## src/rtl/spi_pkg.sv

```systemverilog
// Shared types and constants for the SPI-to-register-bus bridge.
package spi_pkg;

    localparam int unsigned CMD_RD_BIT = 7;
    localparam int unsigned SPI_ADDR_W = 7;
    localparam int unsigned SPI_DATA_W = 8;

    typedef enum logic [2:0] {
        IDLE,
        CMD,
        WRITE,
        RD_REQ,
        RD_CAP,
        READ
    } spi_bridge_state_t;

    // Address step after a data byte; 7-bit arithmetic wraps 7'h7F to 7'h00.
    function automatic logic [SPI_ADDR_W-1:0] next_addr(input logic [SPI_ADDR_W-1:0] addr,
                                                        input bit                    inc);
        return inc ? addr + 7'd1 : addr;
    endfunction

endpackage

```

## src/rtl/spi_reg_bridge.sv

```systemverilog
// Frames each ss-low SPI transaction into a command byte followed by auto-incrementing
// register writes, or prefetched register reads fed back as the next transmit byte.
module spi_reg_bridge
    import spi_pkg::*;
#(
    parameter logic [SPI_DATA_W-1:0] STATUS_BYTE = 8'hA5,
    parameter bit                    AUTO_INC    = 1'b1
) (
    input  logic                  clk,
    input  logic                  rst,
    input  logic                  ss,
    input  logic [SPI_DATA_W-1:0] rx_data,
    input  logic                  rx_valid,
    output logic [SPI_DATA_W-1:0] tx_data,
    output logic                  tx_valid,
    output logic [SPI_ADDR_W-1:0] reg_addr,
    output logic [SPI_DATA_W-1:0] reg_wdata,
    output logic                  reg_we,
    output logic                  reg_re,
    input  logic [SPI_DATA_W-1:0] reg_rdata,
    output logic                  busy
);

    spi_bridge_state_t     state_q;
    logic                  rx_valid_q;
    logic [SPI_DATA_W-1:0] tx_data_q;
    logic                  tx_valid_q;
    logic [SPI_ADDR_W-1:0] reg_addr_q;
    logic [SPI_DATA_W-1:0] reg_wdata_q;
    logic                  reg_we_q;
    logic                  reg_re_q;
    logic                  rx_evt;

    // rx_valid is a level that can stay high across many cycles; only its rise is a byte.
    assign rx_evt = rx_valid & ~rx_valid_q & ~ss;

    always_ff @(posedge clk or posedge rst) begin
        if (rst) begin
            state_q     <= IDLE;
            rx_valid_q  <= 1'b0;
            tx_data_q   <= '0;
            tx_valid_q  <= 1'b0;
            reg_addr_q  <= '0;
            reg_wdata_q <= '0;
            reg_we_q    <= 1'b0;
            reg_re_q    <= 1'b0;
        end else begin
            rx_valid_q <= rx_valid;
            reg_we_q   <= 1'b0;
            reg_re_q   <= 1'b0;
            if (ss) begin
                // Deselect wins over everything, including a byte arriving this cycle.
                state_q    <= IDLE;
                tx_data_q  <= '0;
                tx_valid_q <= 1'b0;
            end else begin
                unique case (state_q)
                    IDLE: begin
                        state_q    <= CMD;
                        tx_data_q  <= STATUS_BYTE;
                        tx_valid_q <= 1'b1;
                    end
                    CMD: begin
                        if (rx_evt) begin
                            reg_addr_q <= rx_data[SPI_ADDR_W-1:0];
                            if (rx_data[CMD_RD_BIT]) begin
                                state_q  <= RD_REQ;
                                reg_re_q <= 1'b1;
                            end else begin
                                state_q   <= WRITE;
                                tx_data_q <= '0;
                            end
                        end
                    end
                    WRITE: begin
                        if (reg_we_q) begin
                            reg_addr_q <= next_addr(reg_addr_q, AUTO_INC);
                        end
                        if (rx_evt) begin
                            reg_we_q    <= 1'b1;
                            reg_wdata_q <= rx_data;
                        end
                    end
                    RD_REQ: begin
                        state_q <= RD_CAP;
                    end
                    RD_CAP: begin
                        tx_data_q  <= reg_rdata;
                        reg_addr_q <= next_addr(reg_addr_q, AUTO_INC);
                        state_q    <= READ;
                    end
                    READ: begin
                        if (rx_evt) begin
                            state_q  <= RD_REQ;
                            reg_re_q <= 1'b1;
                        end
                    end
                    default: begin
                        state_q <= IDLE;
                    end
                endcase
            end
        end
    end

    assign tx_data   = tx_data_q;
    assign tx_valid  = tx_valid_q;
    assign reg_addr  = reg_addr_q;
    assign reg_wdata = reg_wdata_q;
    assign reg_we    = reg_we_q;
    assign reg_re    = reg_re_q;
    assign busy      = (state_q != IDLE);

endmodule

```

## config.mk

```make
export PLATFORM = sky130hd
export DESIGN_NAME = spi_reg_bridge
export DESIGN_NICKNAME = d
export VERILOG_FILES = /design/src/rtl/spi_pkg.sv /design/src/rtl/spi_reg_bridge.sv
export SDC_FILE = /design/constraint.sdc
export NUM_CORES = 1
export LEC_CHECK = 0
export ABC_AREA = 1
export CAP_MARGIN = 30
export CORE_MARGIN = 1.5
export CORE_UTILIZATION = 49
export DETAILED_ROUTE_END_ITERATION = 10
export PLACE_DENSITY_LB_ADDON = 0.12
export SETUP_SLACK_MARGIN = 0.15
export SLEW_MARGIN = 15
export SYNTH_ARGS = -nofsm -noshare
export SYNTH_HDL_FRONTEND = slang
export SYNTH_SLANG_ARGS = --single-unit
```

## constraint.sdc

```tcl
create_clock -name clk -period 2.1 [get_ports clk]
set_clock_uncertainty 0.2 [all_clocks]
set_input_delay 0.525 -clock clk [delete_from_list [all_inputs] [get_ports clk]]
set_output_delay 0.525 -clock clk [all_outputs]
set_load 0.05 [all_outputs]
```

# Word level (Yosys, flattened, before mapping)
# Index checks and enable logic that the tools add are counted.
word_totals:
  ff_bits: 30
  inputBits: 20
  out_inout_bits: 27
  word_cells: 54
classes:
  addsub: 1
  n_eq_ne: 11
  mux: 21
  n_bitwise: 4
  reduce_logical: 9
ops:
  columns: ["op", "n"]
  rows:
  - ["$mux 8", 3]
  - ["$pmux 8 s3", 1]
  - ["$pmux 7 s3", 1]
  - ["$pmux 3 s6", 1]
  - ["$mux 7", 2]
  - ["$mux 1", 9]
  - ["$mux 3", 3]
  - ["$ne 3x3->1 const B", 3]
  - ["$reduce_and 3->1", 3]
  - ["$add 7x1->7 const B", 1]
  - ["$eq 3x2->1 const B", 2]
  - ["$eq 3x3->1 const B", 2]
  - ["$ne 2x2->1 const B", 3]
  - ["$reduce_bool 3->1", 2]
  - ["$reduce_and 4->1", 1]
  - ["$reduce_bool 4->1", 1]
  - ["$eq 3x1->1 const B", 1]
  - ["$logic_not 3->1", 1]
  - ["$and 1x1->1", 2]
  - ["$not 1->1", 2]
  - ["$pmux 1 s2", 1]
  - ["$reduce_bool 2->1", 1]

# Logic depth before layout (Yosys ltp)
# Gate-level depths: netlist (run 1).
logic_depth:
  depth_word: 6
  mapped_depth: 9
  ltp_nobuf: 9

# Worst setup path after synthesis (run 1)
# No wires, ideal clock.
synth_path:
  kind: "register to register"
  startpoint: "reg reg_addr_q[1] (netlist: reg_addr[1])"
  endpoint: "reg reg_addr_q[4] (netlist: reg_addr[4])"
  setup_time_ps: 118
  arrival_ps: 1423
  required_ps: 1782
  setup_slack_ps: 359
  path_stages_with_launch: 9
  path_buffers: 0
  synth_period_minus_slack_ps: 1741
  cell_sequence: "dfrtp_1 ha_1 nand2_1 o21ai_0 nand2_1 nand2_1 nand2_1 nand2_1 nand2_1"
synth_via:
  elab_chain_cells: 3
synth_rtl:
  columns: ["item", "line", "text"]
  rows:
  - ["from (decl)", "spi_reg_bridge.sv:28", "logic [SPI_ADDR_W-1:0] reg_addr_q;"]
  - ["from (signal assigned)", "spi_reg_bridge.sv:65", "reg_addr_q <= rx_data[SPI_ADDR_W-1:0];"]
  - ["from (signal assigned)", "spi_reg_bridge.sv:77", "reg_addr_q <= next_addr(reg_addr_q, AUTO_INC);"]
  - ["from (signal assigned)", "spi_reg_bridge.sv:89", "reg_addr_q <= next_addr(reg_addr_q, AUTO_INC);"]
  - ["$add 7x1->7 (*)", "spi_pkg.sv:20", "return inc ? addr + 7'd1 : addr;"]
  - ["$mux 7", "spi_reg_bridge.sv:76", "if (reg_we_q) begin"]
  - ["$pmux 7 s3 (*)", "spi_reg_bridge.sv:57", "unique case (state_q)"]
# Mark *: on every way between the ends. The rest lies on a longest branch, timed or not. The select of a mux whose other input is x is not followed.
# A chain may end at the register's enable or synchronous reset.

# Worst setup path after layout (run 1)
layout_path:
  startpoint: "reg state_q[1]"
  endpoint: "out busy"
layout_via:
  elab_chain_cells: 1
layout_rtl:
  columns: ["item", "line", "text"]
  rows:
  - ["from (decl)", "spi_reg_bridge.sv:24", "spi_bridge_state_t state_q;"]
  - ["from (signal assigned)", "spi_reg_bridge.sv:39", "state_q <= IDLE;"]
  - ["from (signal assigned)", "spi_reg_bridge.sv:53", "state_q <= IDLE;"]
  - ["from (signal assigned)", "spi_reg_bridge.sv:59", "state_q <= CMD;"]
  - ["$reduce_bool 3->1", "spi_reg_bridge.sv:112", "assign busy = (state_q != IDLE);"]
  - ["to (decl)", "spi_reg_bridge.sv:21", "output logic busy"]
# No other way between the ends.

==> reports/metrics.csv, run 1 <==
stage,metric,value,unit
routing,antenna_left,0,
global_route,antenna_violations_before_repair,0,
routing,routed_wirelength,3313,um
routing,detail_route.wirelength.met1,1644,um
floorplan,io_pins,47,
floorplan,die_outline_height,58.06,um
floorplan,fp.dieW,58.06,um
sta,setup_repair_after_global_routing_missed_its_margin,false,
worst_setup_path,worst_setup_ep_type,primary output,
routing,routed-wl-met2,1404,um
place,routabilityCongestion,0.8244,
run,drv_cap,0,
place,place.port_buffers,46,
worst_setup_path,reg2reg_depth,8,
finish,sequential_cell_area,754.5,um2
sta,max-slew-margin-rel,74.78,%
finish,antenna_cells,0,
place,place_ws,-11.77,ps
logic_synthesis,synth_common_cells,"sky130_fd_sc_hd__nand2_1, sky130_fd_sc_hd__dfrtp_1, sky130_fd_sc_hd__inv_1",
clocking,worst_setup_hold_path_clk_slew,90,ps
logic_synthesis,post-synth-top-area-cell,sky130_fd_sc_hd__dfrtp_1,
finish,finish.instance_area,0.002074,mm2
logic_synthesis,synth_warnings,0,
finish,fin_cells,294,
global_route,gr-total-overflow,0,
worst_setup_path,cp.arrival,1140,ps
routing,met3_wire_length,207,um
worst_setup_path,timing.critical_path.required,1370,ps
finish,drive_gt1_share,22.43,%
worst_setup_path,timing.critical_path.fanout_max,3,
sta,final.period_utilization,88.98,%
clocking,cts.path.max_buffers,2,
sta,timing_max_transition_violations_final,0,
floorplan,placeableCoreArea,0.002805,mm2
logic_synthesis,synth_cell_types,21,
finish,post_synthesis_to_final_layout_area_growth,39.68,%
clocking,clock_tree.htree_level_count,2,
routing,drt_pass1_iterations,6,
clocking,tritoncts,done,
worst_setup_path,setup.worst_path.start_class,flop,
sta,post-route-min-period,1869,ps
logic_synthesis,synthesis.area,0.001485,mm2
routing,detailedRoute.firstIterationViolations,78,
floorplan,initial_core_utilization,52.94,%
power,leakagePower,1.144,nW
logic_synthesis,synth_most_common_cell,sky130_fd_sc_hd__nand2_1,
logic_synthesis,synth.ff_latch_count,30,
routing,detailed_route_vias_per_instance,4.827,
global_route,global_route_wire_length_before_repair,5602,um
power,cellPowerDensity,1621,mW/mm2
routing,topRoutingLayerUsed,met4,
worst_setup_path,cp-endpoint,busy,
clocking,clock_insertion_delay_worst_skew,340,ps
place,placed_cells,283,
routing,via_count,1419,
logic_synthesis,synth_flop_cell,sky130_fd_sc_hd__dfrtp_1,
worst_setup_path,register_to_register_setup_slack,500,ps
routing,drt-wirelength-per-cell,11.27,um
logic_synthesis,post_synth_inst_count,200,
logic_synthesis,syn_nets,221,
worst_setup_path,critical_path_type,reg -> out,
finish,multi_input_area,648.1,um2
sta,max_clock_freq,535.2,MHz
worst_hold_path,min-delay-path-class,reg -> reg,
sta,hold_viol_final,0,
global_route,grt_start_max_net_pins,31,
clocking,cts_sinks,30,
floorplan,core.rowCount,19,
logic_synthesis,synth_top_cell_area_share,50.55,%
worst_setup_path,worstReg2RegStart,state_q[0],
global_route,globalRouteTotalUtil,22.25,%
logic_synthesis,syn-mean-instance-area,7.426,um2
floorplan,die_area,0.003370,mm2
sta,worstMarginPinSlew,378.3,ps
clocking,cts_hold_buffers,0,
status,status,finished clean,
logic_synthesis,ys_top_cells_by_area,"sky130_fd_sc_hd__dfrtp_1, sky130_fd_sc_hd__nand2_1, sky130_fd_sc_hd__inv_1, sky130_fd_sc_hd__nor2_1, sky130_fd_sc_hd__nand3_1",
worst_setup_path,worstSetupStartpoint,state_q[1],
place,postPlaceCellArea,0.001977,mm2
finish,final_nets,283,
global_route,first_global_vias,1258,
finish,final.fill_count,239,
logic_synthesis,async_flop_share,100.0,%
clocking,inserted_clock_buffers,5,
clocking,cts.root.buffer_cell,sky130_fd_sc_hd__clkbuf_4,
sta,setup_viol,0,
power,fin_total_pwr,0.003363,W
routing,route.detailed.drc,0,
logic_synthesis,part_of_the_yosys_area_used_for_sequential_elements,50.55,%
sta,setup_ws,231.5,ps
place,place_hpwl,2355,um
power,worst_voltage_drop_across_the_vdd_grid,0.001109,V
logic_synthesis,synth_enable_flop_cells,0,
worst_setup_path,worst_flop_to_flop_path_endpoint,reg_addr[1],
stage by stage:
step	hold WS [ps]	setup TNS [ps]	util, %
floorplan	312.6	0	-
global placement	255.7	0	70.47
detailed placement	259.5	-50.10	70.47
CTS	281.9	0	72.84
global route	306.1	0	73.95
finish	276.2	0	73.95
report_power, final:
| part | switching, W | internal (W) | total, W |
|---|---|---|---|
| clock | 0.000199 | 0.000162 | 0.000361 |
| combinational | 0.00134 | 0.000660 | 0.00201 |
| sequential | 0.000198 | 0.000799 | 0.000997 |
per-layer routing:
| metal | global-route usage (%) | vias up |
|---|---|---|
| li1 | - | 748 |
| met1 | 31.49 | 624 |
| met2 | 31.33 | 42 |
| met3 | 6.920 | 5 |
| met4 | 9.967 | 0 |
| met5 | 0 | - |
placed cells by master, fill, tap and decap left out, drive strengths merged, types with 2 or more instances in the layout:
cell type	netlist	layout
nand2	94	94
buf	2	38
dfrtp	30	30
inv	21	21
clkdlybuf4s50	0	19
nor2	18	18
nand3	13	13
o21ai	10	10
clkbuf	0	7
a21oi	3	3
nand4	2	2
o31ai	2	2
o21bai	2	2
layout make-up:
cell class | count | area share, %
Sequential cell | 30 | 36.37
Multi-Input combinational cell | 147 | 31.24
Timing Repair Buffer | 57 | 23.70
Inverter | 21 | 3.920
Clock buffer | 7 | 2.654
Tap cell | 31 | 1.870
Clock inverter | 1 | 0.2413
state kept, by name, indices dropped and copies added, names as in the netlist:
name	count
reg_re	1
reg_addr	7
rx_valid_q	1
reg_we	1
tx_valid	1
tx_data	8
state_q	3
reg_wdata	8
worst min-delay path by stage:
stage,startpoint,to,slack [ps],cells after the start
3_3_place_gp,tx_data[4],tx_data[4],260,2
5_1_grt,tx_data[6],tx_data[6],310,2
4_1_cts,tx_data[6],tx_data[6],280,2
2_1_floorplan,rx_valid_q,reg_re,310,3
3_5_place_dp,tx_data[6],tx_data[6],260,2
6_report,tx_data[6],tx_data[6],280,2
critical path, cell delays in order, from the launching register on:
cell	delay (ps)
sky130_fd_sc_hd__dfrtp_2	440
sky130_fd_sc_hd__nor2_4	130
sky130_fd_sc_hd__nand2_1	90
sky130_fd_sc_hd__buf_6	160
cell families after synthesis:
family	after synthesis	synth area share [%]
AND/OR/NAND/NOR	128	35.64
flip-flops	30	50.55
buffers and inverters	23	6.149
AO/OA/AOI/OAI	18	6.823
adder cells (fa/ha/maj)	1	0.8423
what timing repair did:
action	4_1_cts	5_1_grt
endpoints found under the hold margin	0	0
setup endpoints to repair	1	1
setup buffers	0	3
resized for setup	2	4
No activity file was read; power rests on OpenSTA's default activity.
==> run 2: changes to the inputs <==
Settings changed: SKIP_CTS_REPAIR_TIMING from default to 1.
==> run 2 against run 1 <==
  * Cell area shrank 0.18%
  * Register-to-register slack is essentially flat
  * Power shrank 0.25%
  * Clock power is essentially flat
  * First-iteration DRC count shrank 1.3%
  * Largest cell class unchanged
==> reports/metrics.csv, run 2 (synthesis results as in run 1) <==
stage,metric,value,unit,change
place,place.port_buffers,46,,unchanged
floorplan,die_area,0.003370,mm2,unchanged
sta,setup_repair_after_global_routing_missed_its_margin,false,,
finish,mostFrequentLayoutCell,sky130_fd_sc_hd__nand2_1,,
routing,topRoutingLayerUsed,met4,,
power,power_frac_clock,10.8,%,about the same
finish,layout.core_utilization,73.82,%,-0.13 points
global_route,globalRouteTotalUtil,22.15,%,-0.094 points
power,internal_dissipation,0.001611,W,-0.60%
clocking,cts.root.buffer_cell,sky130_fd_sc_hd__clkbuf_4,,
power,power.share.combinational,59.5,%,about the same
sta,final.setup.tns,0,ps,unchanged
routing,drt-wirelength-per-cell,11.34,um,+0.66%
place,postPlaceCellArea,0.001977,mm2,unchanged
floorplan,initial_core_utilization,52.94,%,unchanged
worst_setup_path,timing.critical_path.fanout_max,3,,unchanged
routing,detail_route.wirelength.met1,1669,um,+1.5%
worst_setup_path,timing.critical_path.cells,nor2_4 -> nand2_1 -> buf_4,,
power,sequential_share_of_power,29.7,%,about the same
power,cellPowerDensity,1620,mW/mm2,about the same
worst_setup_path,max_stage_delay,440,ps,about the same
clocking,worst_setup_hold_path_clk_slew,90,ps,about the same
clocking,inserted_clock_buffers,5,,unchanged
place,place_ws,-11.77,ps,unchanged
sta,max-slew-margin-rel,74.15,%,-0.62 points
place,routabilityCongestion,0.8244,,unchanged
finish,final_nets,283,,unchanged
worst_setup_path,setup.worst_path.start_class,flop,,
worst_setup_path,cp.arrival,1170,ps,+30 ps
finish,final.fill_count,237,,-0.84%
finish,post_synthesis_to_final_layout_area_growth,39.43,%,
clocking,clock_tree.htree_level_count,2,,unchanged
routing,route.detailed.drc,0,,unchanged
global_route,global_route_wire_length_before_repair,5575,um,-0.48%
routing,detailed_route_vias_per_instance,4.827,,unchanged
finish,antenna_cells,0,,unchanged
sta,setup_ws,203.7,ps,-27.76 ps
routing,met3_wire_length,206,um,-0.48%
sta,final.period_utilization,90.30,%,+1.3 points
floorplan,io_pins,47,,unchanged
routing,drt_pass1_iterations,6,,unchanged
status,status,finished clean,,
global_route,gr-total-overflow,0,,unchanged
finish,finish.instance_area,0.002071,mm2,-0.18%
run,drv_cap,0,,unchanged
clocking,cts.path.max_buffers,2,,unchanged
power,worst_voltage_drop_across_the_vdd_grid,0.001109,V,about the same
routing,via_count,1419,,unchanged
worst_hold_path,min-delay-path-class,reg -> reg,,
sta,timing_max_transition_violations_final,0,,unchanged
global_route,grt_start_max_net_pins,31,,unchanged
clocking,clock_insertion_delay_worst_skew,340,ps,about the same
worst_setup_path,cell_family_with_most_cp_delay,flip-flops,,
routing,antenna_left,0,,unchanged
floorplan,fp.dieW,58.06,um,unchanged
finish,layout.cells.most_common_list,"sky130_fd_sc_hd__nand2_1, sky130_fd_sc_hd__buf_4, sky130_fd_sc_hd__dfrtp_1",,
routing,routed-wl-met2,1399,um,-0.36%
sta,max_clock_freq,527.3,MHz,-1.5%
place,placed_cells,283,,unchanged
global_route,antenna_violations_before_repair,0,,unchanged
power,power.switching_fraction,51.98,%,+0.17 points
place,place_hpwl,2355,um,unchanged
worst_setup_path,critical_path.slowest_cell,sky130_fd_sc_hd__dfrtp_2,,
sta,post-route-min-period,1896,ps,+27.76 ps
sta,hold_viol_final,0,,unchanged
routing,routed_wirelength,3335,um,+0.66%
floorplan,die_outline_height,58.06,um,unchanged
finish,multi_input_area,648.1,um2,unchanged
floorplan,placeableCoreArea,0.002805,mm2,unchanged
power,p_switching,0.001744,W,about the same
routing,detailedRoute.firstIterationViolations,77,,-1.3%
worst_setup_path,critical_path.n_buffers_inverters,1,,unchanged
power,leakagePower,1.143,nW,-0.11%
global_route,first_global_vias,1254,,-0.32%
finish,fin_cells,294,,unchanged
finish,sequential_cell_area,754.5,um2,unchanged
finish,drive_gt1_share,22.43,%,unchanged
clocking,tritoncts,done,,
worst_setup_path,timing.critical_path.required,1370,ps,about the same
clocking,cts_sinks,30,,unchanged
worst_setup_path,worst_setup_ep_type,primary output,,
sta,worstMarginPinSlew,387.7,ps,+9.359 ps
worst_setup_path,critical_path_type,reg -> out,,
sta,setup_viol,0,,unchanged
floorplan,core.rowCount,19,,unchanged
==> run 2: routing by layer <==
metal	up-vias	track usage (%)
li1	748	-
met1	624	31.20
met2	42	31.33
met3	5	6.920
met4	0	9.967
met5	-	0
==> run 2: cell type report <==
cell class              count  share of cell area, %
clock buffers               7                  2.659
clock inverters             1                 0.2417
inverters                  21                  3.927
multi-input cells         147                  31.30
flip-flops and latches     30                  36.43
well taps                  31                  1.873
repair buffers             57                  23.56
==> run 2: path summary, 6_finish.rpt <==
| path | slack (ps) | end | from | cells after the start |
|---|---|---|---|---|
| max reg2reg | 510 | reg_addr[1] | state_q[0] | 8 |
| min reg2reg | 280 | tx_data[6] | tx_data[6] | 2 |
| min in group asynchronous | 360 | reg_addr[4] | rst | 3 |
| max | 200 | busy | state_q[1] | 3 |
| max in group asynchronous | 1030 | state_q[0] | rst | 3 |
| min | 280 | tx_data[6] | tx_data[6] | 2 |
==> run 2: power by group through the flow <==
stage | registers (W) | clock network, W | logic (W)
after floorplan | 0.00163 | 0 | 0.000719
after global placement | 0.00100 | 0 | 0.00192
after detailed placement | 0.00100 | 0 | 0.00194
after CTS | 0.000995 | 0.000373 | 0.00195
after global routing | 0.00102 | 0.000399 | 0.00217
final | 0.000997 | 0.000362 | 0.00200
==> run 2: tightest hold or removal path, stage by stage (launching register included) <==
cell	delay [ps]
sky130_fd_sc_hd__dfrtp_1	350
sky130_fd_sc_hd__nand2_1	50
sky130_fd_sc_hd__nand2_1	50
==> run 2: stage by stage <==
stage	total power [W]	hold WS (ps)
floorplan	0.002350	312.6
global placement	0.002922	255.7
global route	0.003591	306.1
detailed placement	0.002942	259.5
finish	0.003355	277.0
CTS	0.003315	281.9
